[src/rtl/trap_controller.sv]
// Trap sequencer: arbitrates exceptions, MRET and synchronized machine interrupts,
// flushes the pipeline, pulses the CSR commit strobes and redirects fetch.
// Optional build macro: TRAP_CTRL_VECTORED_EN enables vectored interrupt targets
// (mtvec[1:0] == 01 adds 4*cause code for interrupts).
module trap_controller #(
  parameter int unsigned SYNC_STAGES = 2
) (
  input  logic        clk_i,
  input  logic        rst_ni,
  input  logic        exc_valid_i,
  output logic        exc_ready_o,
  input  logic [31:0] exc_cause_i,
  input  logic [31:0] exc_pc_i,
  input  logic [31:0] exc_tval_i,
  input  logic        mret_req_i,
  input  logic [31:0] irq_pc_i,
  input  logic        meip_i,
  input  logic        mtip_i,
  input  logic        msip_i,
  input  logic [31:0] mie_i,
  input  logic        mstatus_mie_i,
  input  logic [31:0] mtvec_i,
  input  logic [31:0] mepc_csr_i,
  output logic [31:0] mip_o,
  output logic        flush_o,
  input  logic        pipe_drained_i,
  output logic        trap_en_o,
  output logic        mret_en_o,
  output logic [31:0] mepc_o,
  output logic [31:0] mcause_o,
  output logic [31:0] mtval_o,
  output logic        redirect_valid_o,
  input  logic        redirect_ready_i,
  output logic [31:0] redirect_pc_o
);

  typedef enum logic [1:0] {StIdle, StFlush, StCommit, StRedirect} state_e;
  typedef enum logic [1:0] {KindExc, KindMret, KindIrq} kind_e;

  state_e state_q, state_d;
  kind_e  kind_q, kind_d;
  logic [31:0] mepc_q, mepc_d;
  logic [31:0] mcause_q, mcause_d;
  logic [31:0] mtval_q, mtval_d;
  logic [31:0] redirect_pc_q, redirect_pc_d;

  logic [SYNC_STAGES-1:0] meip_sync_q, mtip_sync_q, msip_sync_q;

  logic irq_mei, irq_msi, irq_mti;
  logic [31:0] trap_base;
  logic [31:0] vec_offset;

  // Interrupt line synchronizers, shifted in from bit 0.
  always_ff @(posedge clk_i or negedge rst_ni) begin
    if (!rst_ni) begin
      meip_sync_q <= '0;
      mtip_sync_q <= '0;
      msip_sync_q <= '0;
    end else begin
      meip_sync_q <= {meip_sync_q[SYNC_STAGES-2:0], meip_i};
      mtip_sync_q <= {mtip_sync_q[SYNC_STAGES-2:0], mtip_i};
      msip_sync_q <= {msip_sync_q[SYNC_STAGES-2:0], msip_i};
    end
  end

  // Pending bits come straight from the last synchronizer stage.
  always_comb begin
    mip_o     = '0;
    mip_o[11] = meip_sync_q[SYNC_STAGES-1];
    mip_o[7]  = mtip_sync_q[SYNC_STAGES-1];
    mip_o[3]  = msip_sync_q[SYNC_STAGES-1];
  end

  assign irq_mei = mstatus_mie_i & mip_o[11] & mie_i[11];
  assign irq_msi = mstatus_mie_i & mip_o[3] & mie_i[3];
  assign irq_mti = mstatus_mie_i & mip_o[7] & mie_i[7];

  assign trap_base = {mtvec_i[31:2], 2'b00};

`ifdef TRAP_CTRL_VECTORED_EN
  assign vec_offset = (kind_q == KindIrq && mtvec_i[1:0] == 2'b01) ?
                      {26'd0, mcause_q[3:0], 2'b00} : 32'd0;
  logic unused_inputs;
  assign unused_inputs = ^{mie_i[31:12], mie_i[10:8], mie_i[6:4], mie_i[2:0]};
`else
  assign vec_offset = 32'd0;
  logic unused_inputs;
  assign unused_inputs = ^{mie_i[31:12], mie_i[10:8], mie_i[6:4], mie_i[2:0], mtvec_i[1:0]};
`endif

  // Next-state, holding-register capture and redirect target computation.
  always_comb begin
    state_d       = state_q;
    kind_d        = kind_q;
    mepc_d        = mepc_q;
    mcause_d      = mcause_q;
    mtval_d       = mtval_q;
    redirect_pc_d = redirect_pc_q;
    unique case (state_q)
      StIdle: begin
        if (exc_valid_i) begin
          kind_d   = KindExc;
          mepc_d   = exc_pc_i;
          mcause_d = exc_cause_i;
          mtval_d  = exc_tval_i;
          state_d  = StFlush;
        end else if (mret_req_i) begin
          kind_d  = KindMret;
          state_d = StFlush;
        end else if (irq_mei || irq_msi || irq_mti) begin
          kind_d   = KindIrq;
          mepc_d   = irq_pc_i;
          mtval_d  = 32'd0;
          mcause_d = irq_mei ? 32'h8000_000B :
                     irq_msi ? 32'h8000_0003 : 32'h8000_0007;
          state_d  = StFlush;
        end
      end
      StFlush: begin
        if (pipe_drained_i) state_d = StCommit;
      end
      StCommit: begin
        redirect_pc_d = (kind_q == KindMret) ? mepc_csr_i : trap_base + vec_offset;
        state_d       = StRedirect;
      end
      StRedirect: begin
        if (redirect_ready_i) state_d = StIdle;
      end
      default: state_d = StIdle;
    endcase
  end

  // State and holding registers.
  always_ff @(posedge clk_i or negedge rst_ni) begin
    if (!rst_ni) begin
      state_q       <= StIdle;
      kind_q        <= KindExc;
      mepc_q        <= '0;
      mcause_q      <= '0;
      mtval_q       <= '0;
      redirect_pc_q <= '0;
    end else begin
      state_q       <= state_d;
      kind_q        <= kind_d;
      mepc_q        <= mepc_d;
      mcause_q      <= mcause_d;
      mtval_q       <= mtval_d;
      redirect_pc_q <= redirect_pc_d;
    end
  end

  // Outputs decoded from registered state only.
  always_comb begin
    exc_ready_o      = (state_q == StIdle);
    flush_o          = (state_q == StFlush) || (state_q == StCommit);
    trap_en_o        = (state_q == StCommit) && (kind_q != KindMret);
    mret_en_o        = (state_q == StCommit) && (kind_q == KindMret);
    mepc_o           = (state_q == StCommit) ? mepc_q : 32'd0;
    mcause_o         = (state_q == StCommit) ? mcause_q : 32'd0;
    mtval_o          = (state_q == StCommit) ? mtval_q : 32'd0;
    redirect_valid_o = (state_q == StRedirect);
    redirect_pc_o    = (state_q == StRedirect) ? redirect_pc_q : 32'd0;
  end

endmodule

[config.mk]
export PLATFORM = sky130hd
export DESIGN_NAME = trap_controller
export DESIGN_NICKNAME = d
export VERILOG_FILES = /design/src/rtl/trap_controller.sv
export SDC_FILE = /design/constraint.sdc
export NUM_CORES = 1
export LEC_CHECK = 0
export CORE_MARGIN = 5
export CORE_UTILIZATION = 31
export CTS_CLUSTER_DIAMETER = 60
export DETAILED_ROUTE_END_ITERATION = 8
export MAX_ROUTING_LAYER = met4
export PLACE_DENSITY = 0.76
export SKIP_LAST_GASP = 1
export SYNTH_ARGS = -nofsm -noshare
export SYNTH_HDL_FRONTEND = slang
export SYNTH_SLANG_ARGS = --single-unit
export TNS_END_PERCENT = 100
[constraint.sdc]
create_clock -name clk_i -period 1.9 [get_ports clk_i]
set_clock_uncertainty 0.2 [all_clocks]
set_input_delay 0.38 -clock clk_i [delete_from_list [all_inputs] [get_ports clk_i]]
set_output_delay 0.38 -clock clk_i [all_outputs]
set_load 0.1 [all_outputs]
==> results.txt <==
The flow ran to the end, but the final reports show violations. The checks that failed: negative setup slack. The slack of the critical path came out at -0.406 ns. The critical path arrival is around 1.7 ns. After detailed placement, the total cell area comes to ~0.012 mm2. The sequential element share of the synthesized area came out at approximately half. The x dimension of the die came out at between 150 and 200 um. The number of diodes is 0. Among all stages on the critical path, the largest delay is contributed by dfrtp_1. The number of synthesized register bits came out at about 140. In this run the power spent charging and discharging nets is between 10000 and 15000 uW. The number of DRC markers after the initial detailed-route iteration is around 280.

The I/O pin count is between 300 and 400. The floorplan has 54 rows. The worst path in the final design needs a cycle of 2.31 ns, including I/O delays and setup. The global-route wire length before repair came out at around 36000 um. The worst-path maximum fanout came out at 7. The number of global-route vias before repair was about 6300.

Wires add up to 26800 um. Measured in cells, the most critical reg-to-reg path has a length of 9. The worst hold path was traced through 0 stages. The number of flops mapped to enable cells by yosys is 0. The clock tree from TritonCTS is yes. The final-report hold violation count is 0. The clock root buffer is clkbuf_16. The combined buffer and inverter count along the critical path came out at 4.

The number of clock sinks is roughly 140. The number of clock buffers inserted by TritonCTS is 17. The mean area per synthesized cell came out at approximately 11 um2.

The part of the power in the clock network is 11.8%. The category of cells accounting for the largest share of critical-path delay is buffers and inverters. The power per standard cell area is 2140 mW/mm2.

Counting stages on the worst path, the most repeated cell is buf_12. The number of optimization iterations in the first detailed-route pass came out at 4. The worst hold path belongs to the class reg2reg. The final count of pins violating max slew came to 0. The part of the total power dissipated in sequential elements is 16.9%. The most critical setup path has its startpoint at state_q[0]$_DFFE_PN0P_.

The fmax came out at roughly 430 MHz. The initial antenna violation count is 0. The initial core utilization came out at about a third. The portion of total power attributed to combinational logic is 71.2%.

The post-detailed-placement half-perimeter wirelength came out at about 18000 um. The flop-to-flop setup slack came out at -0.20 ns. The remaining global-route overflow is 0. The capture point of the worst reg-to-reg path is mepc_q[11]$_DFFE_PN0P_. The leakage power total is 0.00630 uW. The net switching share of the total power came out at between 40% and 50%. The layout overhead on the synthesized area came out at 103%.

The launch instance of the worst register-to-register path is state_q[1]$_DFFE_PN0P_. The number of setup violations in the final report is between 200 and 250. The total global routing track utilization is a little under a fifth. The mapped cell area is just under 0.007 mm2.

The worst setup path is launched from a flop. The via count of the routed design is approximately 6200. The clock input transition at the sequential cells of the worst setup and hold paths came out at 0.06 ns.

The floorplan step defined a core boundary enclosing 0.0220 mm2. The remaining routing DRC violations came out at 0. The post-route cell area is 0.0141 mm2.

The predominant post-synthesis flop cell is dfrtp_1. The vertical die dimension is roughly 160 um. The largest vdd supply drop is 1.06 mV. In the final routed layout, each cell accounts on average for 20.7 um.

The final period utilization is 121%. Using the TritonRoute via totals, the vias-per-cell ratio works out to 4.75. The internal power of the cells totals roughly 16000 uW. Counting buffers and inverters, the worst setup path is 6 cells deep. By startpoint and endpoint, the worst setup path is classified as reg2out. Following the worst setup path forward leads to its endpoint at mtval_o[7]. After technology mapping, the gate count stands at a little over 600.

The number of H-tree levels is 4. The number of input and output port buffers inserted is about 340. The count of yosys warnings during synthesis came out at 0. Cells with a size suffix above 1 make up around 46% of the layout. The distinct cell type count after synthesis came out at 30. The die area came out at roughly 0.025 mm2.

The share of async-settable or async-resettable flops after synthesis is 100%. The total power came out at about 30000 uW. In the final design database the tool counted about 1200 nets. The final weighted congestion in routability-driven placement came out at 0.809. The signal on the critical path passes through inv_2 -> ha_4 -> buf_12 -> clkbuf_16 -> and2_4 -> buf_12.

The maximum number of pins on one net before global-route repair is 47. The max-cap violation count is 0. Setup repair after global routing could not meet its margin everywhere. The number of nets with antenna violations after detailed routing is 0. STA classifies the critical path endpoint as an output port.

The later pin in the worst-skew pair is clocked with a latency of about 0.41 ns. The number of buffers on the longest clock path came out at 2. The worst stage delay on the critical path came out at around 0.39 ns. For the final routed database, the setup TNS stands at -58.04 ns.

The data required time of the critical path is between 1 and 1.5 ns.
[cell usage in the layout, fill, tap and decap left out, types with 3 or more instances in the layout]
cell type	Yosys	final
nand3_1	3	3
nor2_4	0	3
conb_1	1	29
clkdlybuf4s50_1	0	199
o22a_1	3	3
nor2_1	35	33
mux2_4	27	34
a22o_1	60	60
ha_4	0	3
buf_4	32	33
clkbuf_16	0	33
nand2_1	5	3
bufinv_16	0	4
mux2i_1	31	31
buf_8	0	4
and2_2	0	14
a21oi_1	30	30
mux2_2	40	33
dfrtp_1	138	137
inv_1	8	5
buf_12	0	154
buf_6	4	11
and2_4	0	115
buf_16	0	5
o21ai_0	5	5
inv_6	0	4
[per-stage QoR]
step / cells / hold slack (ns) / utilization (%) / setup slack [ns]
CTS: 1263 / 0.153 / 61.1 / -0.415
floorplan: 637 / -0.116 / - / -0.198
global route: 1296 / 0.154 / 64.1 / -0.486
global placement: 1213 / 0.100 / 56.6 / -0.433
detailed placement: 1213 / 0.103 / 56.6 / -0.485
finish: 1296 / 0.152 / 64.1 / -0.406
[area by class of cell]
cell class / instances / area [um2]
clock buffer: 19 / 433
clock inverter: 13 / 190
fill: 1582 / 7890
inverter: 8 / 40.0
multi-input combinational: 413 / 3530
sequential: 138 / 3450
tap: 280 / 350
timing repair buffer: 425 / 6070
[metal layers]
metal | routed length, um | global-route usage [%]
met3 | 1750 | 4.56
met1 | 10400 | 21.5
met2 | 14100 | 31.9
met5 | 0 | -
met4 | 531 | 5.52
[Yosys cell counts (2+ instances only)]
cell,count,area share [%]
buf_4,32,3.5
nor2_1,35,1.9
buf_1,4,0.22
dfrtp_1,138,50
o21ai_0,5,0.36
nand2_1,5,0.27
ha_1,5,0.90
o22a_1,3,0.38
nand3_1,3,0.22
and2_1,129,12
mux2_2,40,6.5
clkbuf_1,30,1.6
buf_6,4,0.65
a21oi_1,30,2.2
mux2_4,27,5.8
mux2i_1,31,4.5
nand2b_1,2,0.18
inv_1,8,0.43
a22o_1,60,7.6
buf_2,7,0.50
o22ai_1,2,0.18
[power groups by stage]
stage	clock [uW]	combinational (uW)	sequential, uW
4_1_cts	3620	20000	5060
5_1_grt	3770	22200	5260
3_5_place_dp	0	19200	5080
2_1_floorplan	0	13000	4850
6_report	3560	21500	5100
3_3_place_gp	0	19100	5030
[registers in the layout, indices dropped and copies added (netlist names)]
name / cells
state_q: 2
redirect_pc_q: 32
meip_sync_q: 2
mtval_q: 32
mepc_q: 32
mcause_q: 32
msip_sync_q: 2
mtip_sync_q: 2
kind_q: 2
[logic make-up (layout without fill, tap and decap cells)]
kind of cell,Yosys count,after routing,synth area share (%)
adder cells (fa/ha/maj),5,5,0.901
AND/OR/NAND/NOR,176,176,14.4
flip-flops,138,138,49.7
multiplexers,98,98,16.8
buffers and inverters,86,465,6.96
AO/OA/AOI/OAI,105,105,11.2
other,1,29,0.0540
[how the worst min path moves through the flow]
stage                                to  slack [ns]                startpoint
2_1_floorplan     kind_q[0]$_DFFE_PN0P_       -0.12                    rst_ni
3_3_place_gp   mcause_q[30]$_DFFE_PN0P_        0.10                    rst_ni
3_5_place_dp   mcause_q[14]$_DFFE_PN0P_        0.10                    rst_ni
4_1_cts        meip_sync_q[1]$_DFF_PN0_        0.15  meip_sync_q[0]$_DFF_PN0_
5_1_grt        meip_sync_q[1]$_DFF_PN0_        0.15  meip_sync_q[0]$_DFF_PN0_
6_report       meip_sync_q[1]$_DFF_PN0_        0.15  meip_sync_q[0]$_DFF_PN0_
[timing repair]
item	CTS	global route
endpoints found under the setup margin	169	230
resized for setup	31	33
buffers inserted	13	18
cloned	5	19
hold buffers	1	0
hold endpoints to repair	66	0
pin swaps	5	18
No activity file was read; power rests on OpenSTA's default activity.
